[config.mk]
export PLATFORM = sky130hd
export DESIGN_NAME = lrwait_qnode_multi
export DESIGN_NICKNAME = d
export VERILOG_FILES = /design/src/rtl/lrwait_qnode_multi.sv
export SDC_FILE = /design/constraint.sdc
export NUM_CORES = 1
export LEC_CHECK = 0
export ABC_CLOCK_PERIOD_IN_PS = 6900
export BUFFER_PORTS_ARGS = -buffer_cell sky130_fd_sc_hd__buf_2
export CORE_MARGIN = 2
export CORE_UTILIZATION = 45
export CTS_CLUSTER_DIAMETER = 100
export DETAILED_ROUTE_END_ITERATION = 10
export PLACE_DENSITY = 0.72
export SLEW_MARGIN = 20
export SYNTH_ARGS = -nofsm -noshare
export SYNTH_HDL_FRONTEND = slang
export SYNTH_SLANG_ARGS = --single-unit
[constraint.sdc]
create_clock -name clk_i -period 6.9 [get_ports clk_i]
set_input_delay 0.345 -clock clk_i [delete_from_list [all_inputs] [get_ports clk_i]]
set_output_delay 0.345 -clock clk_i [all_outputs]
set_load 0.01 [all_outputs]
[src/rtl/lrwait_qnode_multi.sv]
// Multi-slot LRWait/SCWait queue node between a Snitch core and the tile interconnect; requests and responses pass through combinationally.
// Core requests stall while a successor WakeUp is being injected or an LRWait finds no free slot; slot_busy_o and error_o lag one cycle.
module lrwait_qnode_multi #(
    parameter int NumSlots    = 2,
    parameter int AddrWidth   = 32,
    parameter int DataWidth   = 32,
    parameter int MetaIdWidth = 6,
    parameter int MetaWidth   = 16
) (
    input  logic                     clk_i,
    input  logic                     rst_i,
    input  logic [AddrWidth-1:0]     snitch_qaddr_i,
    input  logic                     snitch_qwrite_i,
    input  logic [3:0]               snitch_qamo_i,
    input  logic [DataWidth-1:0]     snitch_qdata_i,
    input  logic [DataWidth/8-1:0]   snitch_qstrb_i,
    input  logic [MetaIdWidth-1:0]   snitch_qid_i,
    input  logic                     snitch_qvalid_i,
    output logic                     snitch_qready_o,
    output logic [DataWidth-1:0]     snitch_pdata_o,
    output logic                     snitch_perror_o,
    output logic [MetaIdWidth-1:0]   snitch_pid_o,
    output logic                     snitch_pvalid_o,
    input  logic                     snitch_pready_i,
    output logic [AddrWidth-1:0]     tile_qaddr_o,
    output logic                     tile_qwrite_o,
    output logic [3:0]               tile_qamo_o,
    output logic [DataWidth-1:0]     tile_qdata_o,
    output logic [DataWidth/8-1:0]   tile_qstrb_o,
    output logic [MetaIdWidth-1:0]   tile_qid_o,
    output logic                     tile_qlrwait_o,
    output logic                     tile_qvalid_o,
    input  logic                     tile_qready_i,
    input  logic [DataWidth-1:0]     tile_pdata_i,
    input  logic                     tile_perror_i,
    input  logic [MetaIdWidth-1:0]   tile_pid_i,
    input  logic                     tile_plrwait_i,
    input  logic                     tile_pvalid_i,
    output logic                     tile_pready_o,
    output logic [NumSlots-1:0]      slot_busy_o,
    output logic                     error_o
);
    localparam int SlotW = (NumSlots > 1) ? $clog2(NumSlots) : 1;
    localparam logic [3:0] AmoLrWait = 4'hC;
    localparam logic [3:0] AmoScWait = 4'hD;

    typedef enum logic [2:0] {S_FREE, S_WAIT_RESP, S_RESERVED, S_SC_ISSUED, S_WAKE_UP} slot_state_e;

    slot_state_e            r_state    [NumSlots];
    logic [MetaIdWidth-1:0] r_lr_id    [NumSlots];
    logic [MetaIdWidth-1:0] r_sc_id    [NumSlots];
    logic [AddrWidth-1:0]   r_addr     [NumSlots];
    logic [MetaWidth-1:0]   r_meta     [NumSlots];
    logic [NumSlots-1:0]    r_has_succ;
    logic [SlotW-1:0]       r_rr;
    logic [NumSlots-1:0]    r_busy;
    logic                   r_error;

    slot_state_e            w_state_nxt    [NumSlots];
    logic [MetaIdWidth-1:0] w_lr_id_nxt    [NumSlots];
    logic [MetaIdWidth-1:0] w_sc_id_nxt    [NumSlots];
    logic [AddrWidth-1:0]   w_addr_nxt     [NumSlots];
    logic [MetaWidth-1:0]   w_meta_nxt     [NumSlots];
    logic [NumSlots-1:0]    w_has_succ_nxt;
    logic [SlotW-1:0]       w_rr_nxt;
    logic [NumSlots-1:0]    w_busy_nxt;
    logic                   w_err;

    logic             w_wake_any, w_free_any;
    logic [SlotW-1:0] w_win;
    logic             w_is_lrw, w_is_scw, w_core_hs, w_succ_upd, w_rsp_hs;
    logic             w_succ_done, w_rsp_done, w_sc_done, w_alloc_done;

    function automatic logic [SlotW-1:0] wrap_idx(input int base, input int off);
        int s;
        s = base + off;
        if (s >= NumSlots) s = s - NumSlots;
        return SlotW'(s);
    endfunction

    assign w_is_lrw   = snitch_qvalid_i && (snitch_qamo_i == AmoLrWait);
    assign w_is_scw   = snitch_qvalid_i && (snitch_qamo_i == AmoScWait);
    assign w_core_hs  = snitch_qvalid_i && snitch_qready_o;
    assign w_succ_upd = tile_pvalid_i && tile_plrwait_i;
    assign w_rsp_hs   = tile_pvalid_i && !tile_plrwait_i && snitch_pready_i;

    // Round-robin pick: first WakeUp slot at or after the pointer.
    always_comb begin
        w_wake_any = 1'b0;
        w_win      = '0;
        w_free_any = 1'b0;
        for (int k = 0; k < NumSlots; k++) begin
            if (!w_wake_any && r_state[wrap_idx(int'(r_rr), k)] == S_WAKE_UP) begin
                w_wake_any = 1'b1;
                w_win      = wrap_idx(int'(r_rr), k);
            end
            if (r_state[k] == S_FREE) w_free_any = 1'b1;
        end
    end

    always_ff @(posedge clk_i or posedge rst_i) begin
        if (rst_i) begin
            for (int i = 0; i < NumSlots; i++) begin
                r_state[i] <= S_FREE;
                r_lr_id[i] <= '0;
                r_sc_id[i] <= '0;
                r_addr[i]  <= '0;
                r_meta[i]  <= '0;
            end
            r_has_succ <= '0;
            r_rr       <= '0;
            r_busy     <= '0;
            r_error    <= 1'b0;
        end else begin
            r_state    <= w_state_nxt;
            r_lr_id    <= w_lr_id_nxt;
            r_sc_id    <= w_sc_id_nxt;
            r_addr     <= w_addr_nxt;
            r_meta     <= w_meta_nxt;
            r_has_succ <= w_has_succ_nxt;
            r_rr       <= w_rr_nxt;
            r_busy     <= w_busy_nxt;
            r_error    <= w_err;
        end
    end

    // All matching uses current-cycle state, so a slot freed now is not reused until next cycle.
    always_comb begin
        w_state_nxt    = r_state;
        w_lr_id_nxt    = r_lr_id;
        w_sc_id_nxt    = r_sc_id;
        w_addr_nxt     = r_addr;
        w_meta_nxt     = r_meta;
        w_has_succ_nxt = r_has_succ;
        w_rr_nxt       = r_rr;
        w_err          = 1'b0;
        w_succ_done    = 1'b0;
        w_rsp_done     = 1'b0;
        w_sc_done      = 1'b0;
        w_alloc_done   = 1'b0;
        if (w_core_hs && w_is_lrw) begin
            for (int i = 0; i < NumSlots; i++)
                if (r_state[i] != S_FREE && r_addr[i] == snitch_qaddr_i) w_err = 1'b1;
        end
        if (w_succ_upd) begin
            for (int i = 0; i < NumSlots; i++) begin
                if (!w_succ_done && r_state[i] != S_FREE && r_lr_id[i] == tile_pid_i) begin
                    w_succ_done = 1'b1;
                    if (r_state[i] != S_WAKE_UP) begin
                        w_meta_nxt[i]     = tile_pdata_i[MetaWidth-1:0];
                        w_has_succ_nxt[i] = 1'b1;
                        if (r_state[i] == S_SC_ISSUED) w_state_nxt[i] = S_WAKE_UP;
                    end
                end
            end
            if (!w_succ_done) w_err = 1'b1;
        end
        if (w_rsp_hs) begin
            for (int i = 0; i < NumSlots; i++) begin
                if (!w_rsp_done && r_state[i] == S_WAIT_RESP && r_lr_id[i] == tile_pid_i) begin
                    w_rsp_done     = 1'b1;
                    w_state_nxt[i] = S_RESERVED;
                end else if (!w_rsp_done && r_state[i] == S_SC_ISSUED && r_sc_id[i] == tile_pid_i) begin
                    w_rsp_done     = 1'b1;
                    w_state_nxt[i] = S_FREE;
                end
            end
        end
        if (w_core_hs && w_is_scw) begin
            for (int i = 0; i < NumSlots; i++) begin
                if (!w_sc_done && r_state[i] == S_RESERVED && r_addr[i] == snitch_qaddr_i) begin
                    w_sc_done      = 1'b1;
                    w_sc_id_nxt[i] = snitch_qid_i;
                    w_state_nxt[i] = w_has_succ_nxt[i] ? S_WAKE_UP : S_SC_ISSUED;
                end
            end
            if (!w_sc_done) w_err = 1'b1;
        end
        if (w_core_hs && w_is_lrw) begin
            for (int i = 0; i < NumSlots; i++) begin
                if (!w_alloc_done && r_state[i] == S_FREE) begin
                    w_alloc_done      = 1'b1;
                    w_lr_id_nxt[i]    = snitch_qid_i;
                    w_addr_nxt[i]     = snitch_qaddr_i;
                    w_has_succ_nxt[i] = 1'b0;
                    w_state_nxt[i]    = S_WAIT_RESP;
                end
            end
        end
        if (w_wake_any && tile_qready_i) begin
            w_state_nxt[w_win] = S_FREE;
            w_rr_nxt           = wrap_idx(int'(w_win), 1);
        end
        for (int i = 0; i < NumSlots; i++) w_busy_nxt[i] = (w_state_nxt[i] != S_FREE);
    end

    always_comb begin
        tile_qaddr_o    = snitch_qaddr_i;
        tile_qwrite_o   = snitch_qwrite_i;
        tile_qamo_o     = snitch_qamo_i;
        tile_qdata_o    = snitch_qdata_i;
        tile_qstrb_o    = snitch_qstrb_i;
        tile_qid_o      = snitch_qid_i;
        tile_qlrwait_o  = 1'b0;
        tile_qvalid_o   = snitch_qvalid_i;
        snitch_qready_o = tile_qready_i;
        if (w_wake_any) begin
            tile_qaddr_o    = r_addr[w_win];
            tile_qwrite_o   = 1'b0;
            tile_qamo_o     = AmoLrWait;
            tile_qdata_o    = DataWidth'(r_meta[w_win]);
            tile_qstrb_o    = '0;
            tile_qid_o      = r_lr_id[w_win];
            tile_qlrwait_o  = 1'b1;
            tile_qvalid_o   = 1'b1;
            snitch_qready_o = 1'b0;
        end else if (w_is_lrw && !w_free_any) begin
            tile_qvalid_o   = 1'b0;
            snitch_qready_o = 1'b0;
        end
    end

    assign snitch_pdata_o  = tile_pdata_i;
    assign snitch_perror_o = tile_perror_i;
    assign snitch_pid_o    = tile_pid_i;
    assign snitch_pvalid_o = tile_pvalid_i && !tile_plrwait_i;
    assign tile_pready_o   = tile_plrwait_i ? 1'b1 : snitch_pready_i;
    assign slot_busy_o     = r_busy;
    assign error_o         = r_error;
endmodule
==> flow_metrics.env, run 1 <==
export IMPL_ioPinCount=251
export IMPL_grt_max_degree=65
export IMPL_cts_sinks=132
export IMPL_ys_flop_type="dfrtp_1"
export IMPL_vias_per_cell=5.42
export IMPL_cts_root_buf="clkbuf_16"
export IMPL_overflow=0
export IMPL_dr_pass1_iters=7
export IMPL_path_clk_slew_ps=60
export IMPL_hpwlAfterDp_mm=14.1
export IMPL_synthTopCellsByCount="dfrtp_1, nand2_1, mux2_2, xnor2_1, inv_1"
export IMPL_tightest_slew_ps=920
export IMPL_path_max_fanout=39
export IMPL_routabilityCongestion=0.848
export IMPL_relSlewSlack_pct=38.7
export IMPL_syn_area_per_cell_um2=9.86
export IMPL_die_x_um=134
export IMPL_diodes=0
export IMPL_vdd_ir_drop_worst_mv=0.187
export IMPL_start_kind="flip-flop"
export IMPL_period_share_pct=44.3
export IMPL_finalCriticalPeriod_ps=3050
export IMPL_yosysSeqAreaShare_pct=43.7
export IMPL_yosysMostFrequentCell="dfrtp_1"
export IMPL_cts_tree="built"
export IMPL_num_rows=47
export IMPL_start_util_pct=45.8
export IMPL_syn2layout_area_growth_pct=21.3
export IMPL_port_buffer_count=216
export IMPL_synth_top_area_share_pct=43.7
export IMPL_nets=1061
export IMPL_drc=0
export IMPL_cp_required_ps=6550
export IMPL_dieArea_mm2=0.0179
export IMPL_drive_gt1_share_pct=36.9
export IMPL_synthDistinctLibCells=53
export IMPL_slew_violations=0
export IMPL_netlist_area_mm2=0.00756
export IMPL_worst_endpoint_arrival_ps=2710
export IMPL_end_kind="output pin"
export IMPL_antenna_found_initial=1
export IMPL_wire_per_inst_um=17.6
export IMPL_status="finished clean"
export IMPL_cts_buffers_inserted=17
export IMPL_syn_inst=767
export IMPL_final_hold_viol_count=0
export IMPL_insertion_delay_ps=430
export IMPL_power_density_mw_per_mm2=236
export IMPL_ys_ff_latch=132
export IMPL_die_y_um=134
export IMPL_grt_pass1_vias=5987
export IMPL_worst_hold_slack_ps=178
export IMPL_yosys_warnings=0
export IMPL_core_area_mm2=0.0165
export IMPL_gr_usage_all_layers_pct=23.2
export IMPL_path_class="reg -> out"
export IMPL_grt_pass1_wl_mm=32.2
export IMPL_routed_wl_mm=20.6
export IMPL_drtIter0Drc=706
export IMPL_drt_antenna_violating_nets=0
export IMPL_final_core_util_pct=55.5
export IMPL_timing_fmax_mhz=327
export IMPL_finalSetupViolations=0
export IMPL_fin_tns_setup_ps=0
export IMPL_finClkSkew_ps=22.0
export IMPL_synth_edff_count=0
export IMPL_nFillCells=1448
export IMPL_h_tree_depth=4
export IMPL_min_path_type="in -> reg"
export IMPL_rsz0062_at_grt="false"
export IMPL_cellLeakagePower_nw=4.58
export IMPL_async_reset_ff_share_pct=100
export IMPL_yosys_top_cells_area="dfrtp_1, mux2_2, xnor2_1"
export IMPL_synth_area_leader_cell="dfrtp_1"
export IMPL_cts_buffer_depth=2
export IMPL_synth_nets=892
export IMPL_maxCapViolations=0
export IMPL_dr_total_vias=6337
## cell families after synthesis
group	synth area share, %
simple gates	15.9
flops	43.7
mux	12.6
buf+inv	8.12
xor+xnor	10.2
compound gates	9.58
## metrics by stage
step,power (mW),instance area [µm²],cells,setup WS (ps)
after floorplan,1.14,7560,767,3030
after global placement,1.25,8560,1136,4030
after detailed placement,1.26,8560,1136,4000
after CTS,2.18,9170,1169,3850
after global routing,2.26,9170,1169,3640
final,2.16,9170,1169,3850
## registers in the layout, summed over array words and instances (netlist names)
register and flops:
r_meta 32, r_lr_id 12, r_rr 1, r_sc_id 12, r_has_succ 2, r_addr 64
error_o 1, slot_busy_o 2, r_state 6
## worst paths after layout
path                            slack [ps]         endpoint  cells past startpoint             start
worst max register to register        3880   slot_busy_o[0]                      8        r_state[2]
worst min register to register         500       r_meta[16]                      1        r_meta[16]
max in group asynchronous             5360        r_meta[0]                      4             rst_i
worst min-delay path                   180       r_meta[15]                      2  tile_pdata_i[15]
worst max-delay path                  3850  tile_qaddr_o[2]                      6        r_state[4]
min in group asynchronous              500       r_addr[44]                      3             rst_i
## routing by layer
| metal | routed length [µm] | track usage, % | vias to the layer above |
|---|---|---|---|
| li1 | - | - | 2970 |
| met1 | 8960 | 31.2 | 3046 |
| met2 | 9840 | 37.6 | 297 |
| met3 | 1550 | 5.40 | 24 |
| met4 | 270 | 6.97 | 0 |
| met5 | 0 | 0 | - |
## layout by cell type, fill, tap and decap left out, drive strengths merged, types with 7 or more instances in the layout
cell,count
a21oi,8
mux2,82
nand4,19
nor4,8
buf,224
xor2,16
clkbuf,21
o22ai,16
a222oi,38
nor2,42
nand3,7
and2,24
dfrtp,132
inv,46
nand2,130
xnor2,72
## critical path, cell delays in order, from the launching register on
cell	delay [ps]
dfrtp_1	430
nor2_1	410
nand2_1	200
o21a_2	520
a222oi_1	500
inv_1	70
buf_2	140
## cell type report
class / instances / area (µm²) / area share [%]
Clock inverter: 11 / 123 / 1.34
Clock buffer: 21 / 480 / 5.24
Inverter: 45 / 171 / 1.87
Tap cell: 220 / 275 / 3.00
Sequential cell: 132 / 3300 / 36.0
Timing Repair Buffer: 225 / 1150 / 12.6
Multi-Input combinational cell: 515 / 3670 / 40.0
## power by group
| part | internal (mW) | switching [mW] | leakage (nW) | total [mW] |
|---|---|---|---|---|
| Clock | 0.570 | 0.346 | 0.288 | 0.915 |
| Sequential | 0.846 | 0.0614 | 1.77 | 0.907 |
| Combinational | 0.169 | 0.173 | 2.52 | 0.342 |
## repair_timing
action,CTS,global route
endpoints found under the hold margin,34,0
buffers inserted,0,0
hold buffers,1,0
gates resized for setup,0,0
No activity file was read; power rests on OpenSTA's default activity.
==> run 2: changes to the inputs <==
--- a/config.mk
+++ b/config.mk
@@ -5,7 +5,7 @@
 export SDC_FILE = /design/constraint.sdc
 export NUM_CORES = 1
 export LEC_CHECK = 0
-export ABC_CLOCK_PERIOD_IN_PS = 6900
+export ABC_CLOCK_PERIOD_IN_PS = 2900
 export BUFFER_PORTS_ARGS = -buffer_cell sky130_fd_sc_hd__buf_2
 export CORE_MARGIN = 2
 export CORE_UTILIZATION = 45
==> constraint.sdc (replaced) <==
create_clock -name clk_i -period 2.9 [get_ports clk_i]
set_input_delay 0.145 -clock clk_i [delete_from_list [all_inputs] [get_ports clk_i]]
set_output_delay 0.145 -clock clk_i [all_outputs]
set_load 0.01 [all_outputs]
==> flow_metrics.env, run 2 (synthesis gave the netlist of run 1 again) <==
export IMPL_finalCriticalPeriod_ps=2790
export IMPL_relSlewSlack_pct=37.0
export IMPL_dr_pass1_iters=7
export IMPL_core_area_mm2=0.0165
export IMPL_die_y_um=134
export IMPL_start_util_pct=45.8
export IMPL_largest_reg_flops=64
export IMPL_grt_max_degree=54
export IMPL_path_class="reg -> out"
export IMPL_overflow=0
export IMPL_min_to="r_rr"
export IMPL_vdd_ir_drop_worst_mv=0.492
export IMPL_power_density_mw_per_mm2=569
export IMPL_tightest_slew_ps=943
export IMPL_min_path_type="in -> reg"
export IMPL_top_register="r_addr"
export IMPL_start_kind="flip-flop"
export IMPL_cp_required_ps=2760
export IMPL_worst_endpoint_arrival_ps=2640
export IMPL_min_from="tile_qready_i"
export IMPL_h_tree_depth=4
export IMPL_cts_sinks=132
export IMPL_final_hold_viol_count=0
export IMPL_slew_violations=0
export IMPL_antenna_found_initial=0
export IMPL_cts_root_buf="clkbuf_16"
export IMPL_wl_met1_mm=8.96
export IMPL_final_cell_mix="buf_2, dfrtp_1, nand2_1"
export IMPL_instances_no_fill=1226
export IMPL_rsz0062_at_grt="false"
export IMPL_wl_met3_mm=1.41
export IMPL_cts_buffer_depth=2
export IMPL_fin_tns_setup_ps=0
export IMPL_drive_gt1_share_pct=35.4
export IMPL_cts_setup_buffers=0
export IMPL_end_kind="output pin"
export IMPL_placed_area_mm2=0.00868
export IMPL_nFillCells=1375
export IMPL_place_inst=1144
export IMPL_timing_fmax_mhz=359
export IMPL_cellLeakagePower_nw=4.90
export IMPL_final_common_cell="buf_2"
export IMPL_drtIter0Drc=684
export IMPL_diodes=0
export IMPL_period_share_pct=96.1
export IMPL_status="finished clean"
export IMPL_dr_wl_met2_mm=10.9
export IMPL_cts_buffers_inserted=17
export IMPL_vias_per_cell=5.44
export IMPL_cts_tree="built"
export IMPL_die_x_um=134
export IMPL_insertion_delay_ps=430
export IMPL_rr_startpoint="r_addr[43]"
export IMPL_grt_pass1_wl_mm=34.2
export IMPL_ioPinCount=251
export IMPL_r2r_slack_ps=210
export IMPL_syn2layout_area_growth_pct=30.7
export IMPL_path_clk_slew_ps=60
export IMPL_routed_wl_mm=21.8
export IMPL_reg2reg_depth=6
export IMPL_finClkSkew_ps=7.81
export IMPL_wire_per_inst_um=17.8
export IMPL_num_rows=47
export IMPL_dieArea_mm2=0.0179
export IMPL_port_buffer_count=216
export IMPL_routabilityCongestion=0.887
export IMPL_finalSetupViolations=0
export IMPL_largestRegisters="r_addr: 64 flops, r_meta: 32 flops"
export IMPL_drc=0
export IMPL_path_max_fanout=48
export IMPL_hpwlAfterDp_mm=15.1
export IMPL_highest_layer="met4"
export IMPL_holdPathStages=2
export IMPL_grt_pass1_vias=6504
export IMPL_drt_antenna_violating_nets=0
export IMPL_gr_usage_all_layers_pct=24.6
export IMPL_nets=1118
export IMPL_maxCapViolations=0
export IMPL_fin_area_mm2=0.00989
export IMPL_worstReg2RegEnd="r_sc_id[4]"
export IMPL_dr_total_vias=6669
## run 2: cell types whose count changed in the layout (fill, tap and decap cells not counted), sizes merged
| cell | delta |
|---|---|
| clkbuf | -1 |
| bufinv | +5 |
| clkinv | -2 |
| clkinvlp | -1 |
| dlygate4sd3 | +49 |
| inv | -1 |
| buf | +8 |
## run 2: report_power, final
| part | switching [mW] | internal [mW] |
|---|---|---|
| logic | 0.429 | 0.450 |
| clock network | 0.830 | 1.75 |
| registers | 0.151 | 2.01 |
## run 2: how the worst max path moves through the flow
stage / startpoint / to / slack (ps)
finish: r_state[1] / tile_qaddr_o[2] / 110
global route: r_state[3] / tile_qaddr_o[10] / 8
CTS: r_state[4] / tile_qid_o[1] / 90
detailed placement: r_addr[43] / r_sc_id[1] / 370
global placement: r_addr[44] / r_sc_id[5] / 450
floorplan: r_state[5] / r_meta[0] / 750
## run 2: stage by stage
| stage | hold WS [ps] | setup slack [ps] | utilization, % | power, mW |
|---|---|---|---|---|
| final | 13.1 | 113 | 59.8 | 5.62 |
| after global routing | 22.5 | 8.34 | 59.8 | 5.83 |
| after CTS | 0.123 | 88.8 | 59.8 | 5.64 |
| after detailed placement | 290 | 368 | 52.5 | 3.00 |
| after global placement | 290 | 447 | 52.5 | 2.99 |
| after floorplan | 250 | 751 | - | 2.70 |
## run 2: repair_timing
item                                    4_1_cts  5_1_grt
endpoints found under the setup margin        0       19
gates resized for setup                       0        1
hold buffers                                 50        0
endpoints found under the hold margin        99        0
## run 2: area by class of cell
class,instances,area (µm²),share of cell area [%]
clock buffers,20,457,4.62
repair buffers,282,1760,17.8
clock inverters,12,248,2.51
flip-flops and latches,132,3300,33.4
inverters,45,173,1.75
well taps,220,275,2.78
multi-input cells,515,3670,37.1
## run 2: per-layer routing
layer | vias up | track usage, %
li1 | 3076 | -
met1 | 3191 | 31.5
met2 | 358 | 41.7
met3 | 44 | 4.34
met4 | 0 | 9.52
met5 | - | 0
## run 2: critical path: stages (launching register included)
cell and delay, ps:
dfrtp_1 460, nor3b_2 490, a21oi_4 60, buf_4 300
a222oi_1 640, inv_1 80, buf_2 150
==> run 3: changes to the inputs <==
--- a/config.mk
+++ b/config.mk
@@ -6,12 +6,14 @@
 export NUM_CORES = 1
 export LEC_CHECK = 0
 export ABC_CLOCK_PERIOD_IN_PS = 2900
-export BUFFER_PORTS_ARGS = -buffer_cell sky130_fd_sc_hd__buf_2
+export BUFFER_PORTS_ARGS = -buffer_cell sky130_fd_sc_hd__clkbuf_2
+export CELL_PAD_IN_SITES_DETAIL_PLACEMENT = 1
+export CELL_PAD_IN_SITES_GLOBAL_PLACEMENT = 1
 export CORE_MARGIN = 2
-export CORE_UTILIZATION = 45
+export CORE_UTILIZATION = 38
 export CTS_CLUSTER_DIAMETER = 100
 export DETAILED_ROUTE_END_ITERATION = 10
-export PLACE_DENSITY = 0.72
+export PLACE_DENSITY = 0.8
 export SLEW_MARGIN = 20
 export SYNTH_ARGS = -nofsm -noshare
 export SYNTH_HDL_FRONTEND = slang
==> flow_metrics.env, run 3 (synthesis gave the netlist of run 1 again) <==
export IMPL_power_share_switching_pct=27.1
export IMPL_finalCriticalPeriod_ps=2730
export IMPL_internal_power_mw=3.89
export IMPL_dieArea_mm2=0.0210
export IMPL_antenna_found_initial=2
export IMPL_finClkSkew_ps=5.65
export IMPL_cts_sinks=132
export IMPL_hpwlAfterDp_mm=17.0
export IMPL_gr_usage_all_layers_pct=23.6
export IMPL_num_rows=51
export IMPL_instances_no_fill=1252
export IMPL_cts_tree="built"
export IMPL_dr_total_vias=6695
export IMPL_placed_area_mm2=0.00872
export IMPL_insertion_delay_ps=430
export IMPL_start_util_pct=38.7
export IMPL_cellLeakagePower_nw=4.82
export IMPL_drt_antenna_violating_nets=0
export IMPL_largest_reg_flops=64
export IMPL_cp_required_ps=2760
export IMPL_h_tree_depth=4
export IMPL_path_class="reg -> out"
export IMPL_multi_input_area_mm2=0.00367
export IMPL_seq_area_mm2=0.00330
export IMPL_path_max_fanout=48
export IMPL_final_hold_viol_count=0
export IMPL_p_switching_mw=1.45
export IMPL_overflow=0
export IMPL_cts_buffer_depth=2
export IMPL_start_kind="flip-flop"
export IMPL_ioPinCount=251
export IMPL_maxCapViolations=0
export IMPL_tightest_slew_ps=805
export IMPL_drive_gt1_share_pct=36.2
export IMPL_slowest_delay_ps=630
export IMPL_grt_pass1_wl_mm=39.0
export IMPL_top_register="r_addr"
export IMPL_wire_per_inst_um=19.9
export IMPL_p_total_mw=5.34
export IMPL_syn2layout_area_growth_pct=27.8
export IMPL_core_area_mm2=0.0195
export IMPL_p_comb_share_pct=16.4
export IMPL_cts_setup_buffers=0
export IMPL_status="finished clean"
export IMPL_die_x_um=145
export IMPL_drc=0
export IMPL_largestRegisters="r_addr: 64 flops, r_meta: 32 flops"
export IMPL_vias_per_cell=5.35
export IMPL_cts_buffers_inserted=17
export IMPL_period_share_pct=94.3
export IMPL_die_y_um=145
export IMPL_drtIter0Drc=517
export IMPL_finalSetupViolations=0
export IMPL_grt_max_degree=133
export IMPL_end_kind="output pin"
export IMPL_cts_root_buf="clkbuf_16"
export IMPL_fin_tns_setup_ps=0
export IMPL_routed_wl_mm=24.9
export IMPL_power_density_mw_per_mm2=552
export IMPL_relSlewSlack_pct=46.2
export IMPL_final_cell_mix="clkbuf_2, dfrtp_1, nand2_1"
export IMPL_rsz0062_at_grt="false"
export IMPL_worst_hold_slack_ps=4.78
export IMPL_dr_pass1_iters=8
export IMPL_seq_power_share_pct=40.6
export IMPL_routabilityCongestion=0.847
export IMPL_path_clk_slew_ps=60
export IMPL_timing_fmax_mhz=366
export IMPL_place_inst=1189
export IMPL_port_buffer_count=216
export IMPL_slowest_stage="a222oi_1"
export IMPL_grt_pass1_vias=7032
export IMPL_final_common_cell="clkbuf_2"
export IMPL_nets=1098
export IMPL_vdd_ir_drop_worst_mv=0.430
export IMPL_min_path_type="in -> reg"
export IMPL_fin_area_mm2=0.00966
export IMPL_path_cells="nor3b_4 > a21oi_4 > buf_4 > a222oi_1 > inv_1 > clkbuf_2"
export IMPL_nFillCells=2255
export IMPL_slew_violations=0
export IMPL_pwr_share_clk_pct=43.0
export IMPL_worst_endpoint_arrival_ps=2590
run 3: worst paths after layout:
path,slack [ps],startpoint,end,cells past startpoint
max reg2reg,400,r_lr_id[4],r_meta[8],7
max in group asynchronous,1870,rst_i,r_addr[50],4
min in group asynchronous,470,rst_i,r_sc_id[7],4
min reg2reg,510,r_has_succ[1],r_state[0],1
min,5,snitch_qid_i[2],r_lr_id[2],3
max,170,r_state[1],tile_qaddr_o[4],6
run 3: what timing repair did:
item | in CTS | in global routing
endpoints found under the hold margin | 129 | 0
hold buffers | 30 | 0
endpoints found under the setup margin | 0 | 1
resized for setup | 0 | 2
run 3: power by group through the flow:
stage                     clock (mW)  sequential, mW  combinational (mW)
after floorplan                    0            2.16               0.550
after global placement             0            2.18               0.813
after detailed placement           0            2.19               0.833
after CTS                       2.33            2.16               0.880
after global routing            2.41            2.19               0.951
final                           2.29            2.17               0.875
run 3: metrics by stage:
step | worst slack, ps | util, %
2_1_floorplan | 751 | -
3_3_place_gp | 374 | 44.7
3_5_place_dp | 402 | 44.7
4_1_cts | 79.4 | 49.4
5_1_grt | 71.9 | 49.5
6_report | 167 | 49.5
run 3: final cells by class:
cell class,instances,area share (%)
sequential,132,34.2
clock buffer,21,4.97
tap,265,3.43
timing repair buffer,262,16.1
antenna,1,0.0259
inverter,45,1.79
clock inverter,11,1.53
multi-input combinational,515,38.0
run 3: layer usage:
| metal | GRT usage (%) | share of wire (%) | up-vias |
|---|---|---|---|
| met3 | 5.19 | 5.7 | 50 |
| met5 | 0 | 0.052 | - |
| met1 | 28.5 | 41 | 3323 |
| met4 | 8.43 | 2.7 | 2 |
| met2 | 41.6 | 50 | 275 |
| li1 | - | - | 3045 |
run 3: critical path: cells and delay by family, from the launching register on:
| kind | cells | cell delay, ps |
|---|---|---|
| flops | 1 | 480 |
| simple gates | 1 | 380 |
| buf+inv | 3 | 580 |
| compound gates | 2 | 690 |
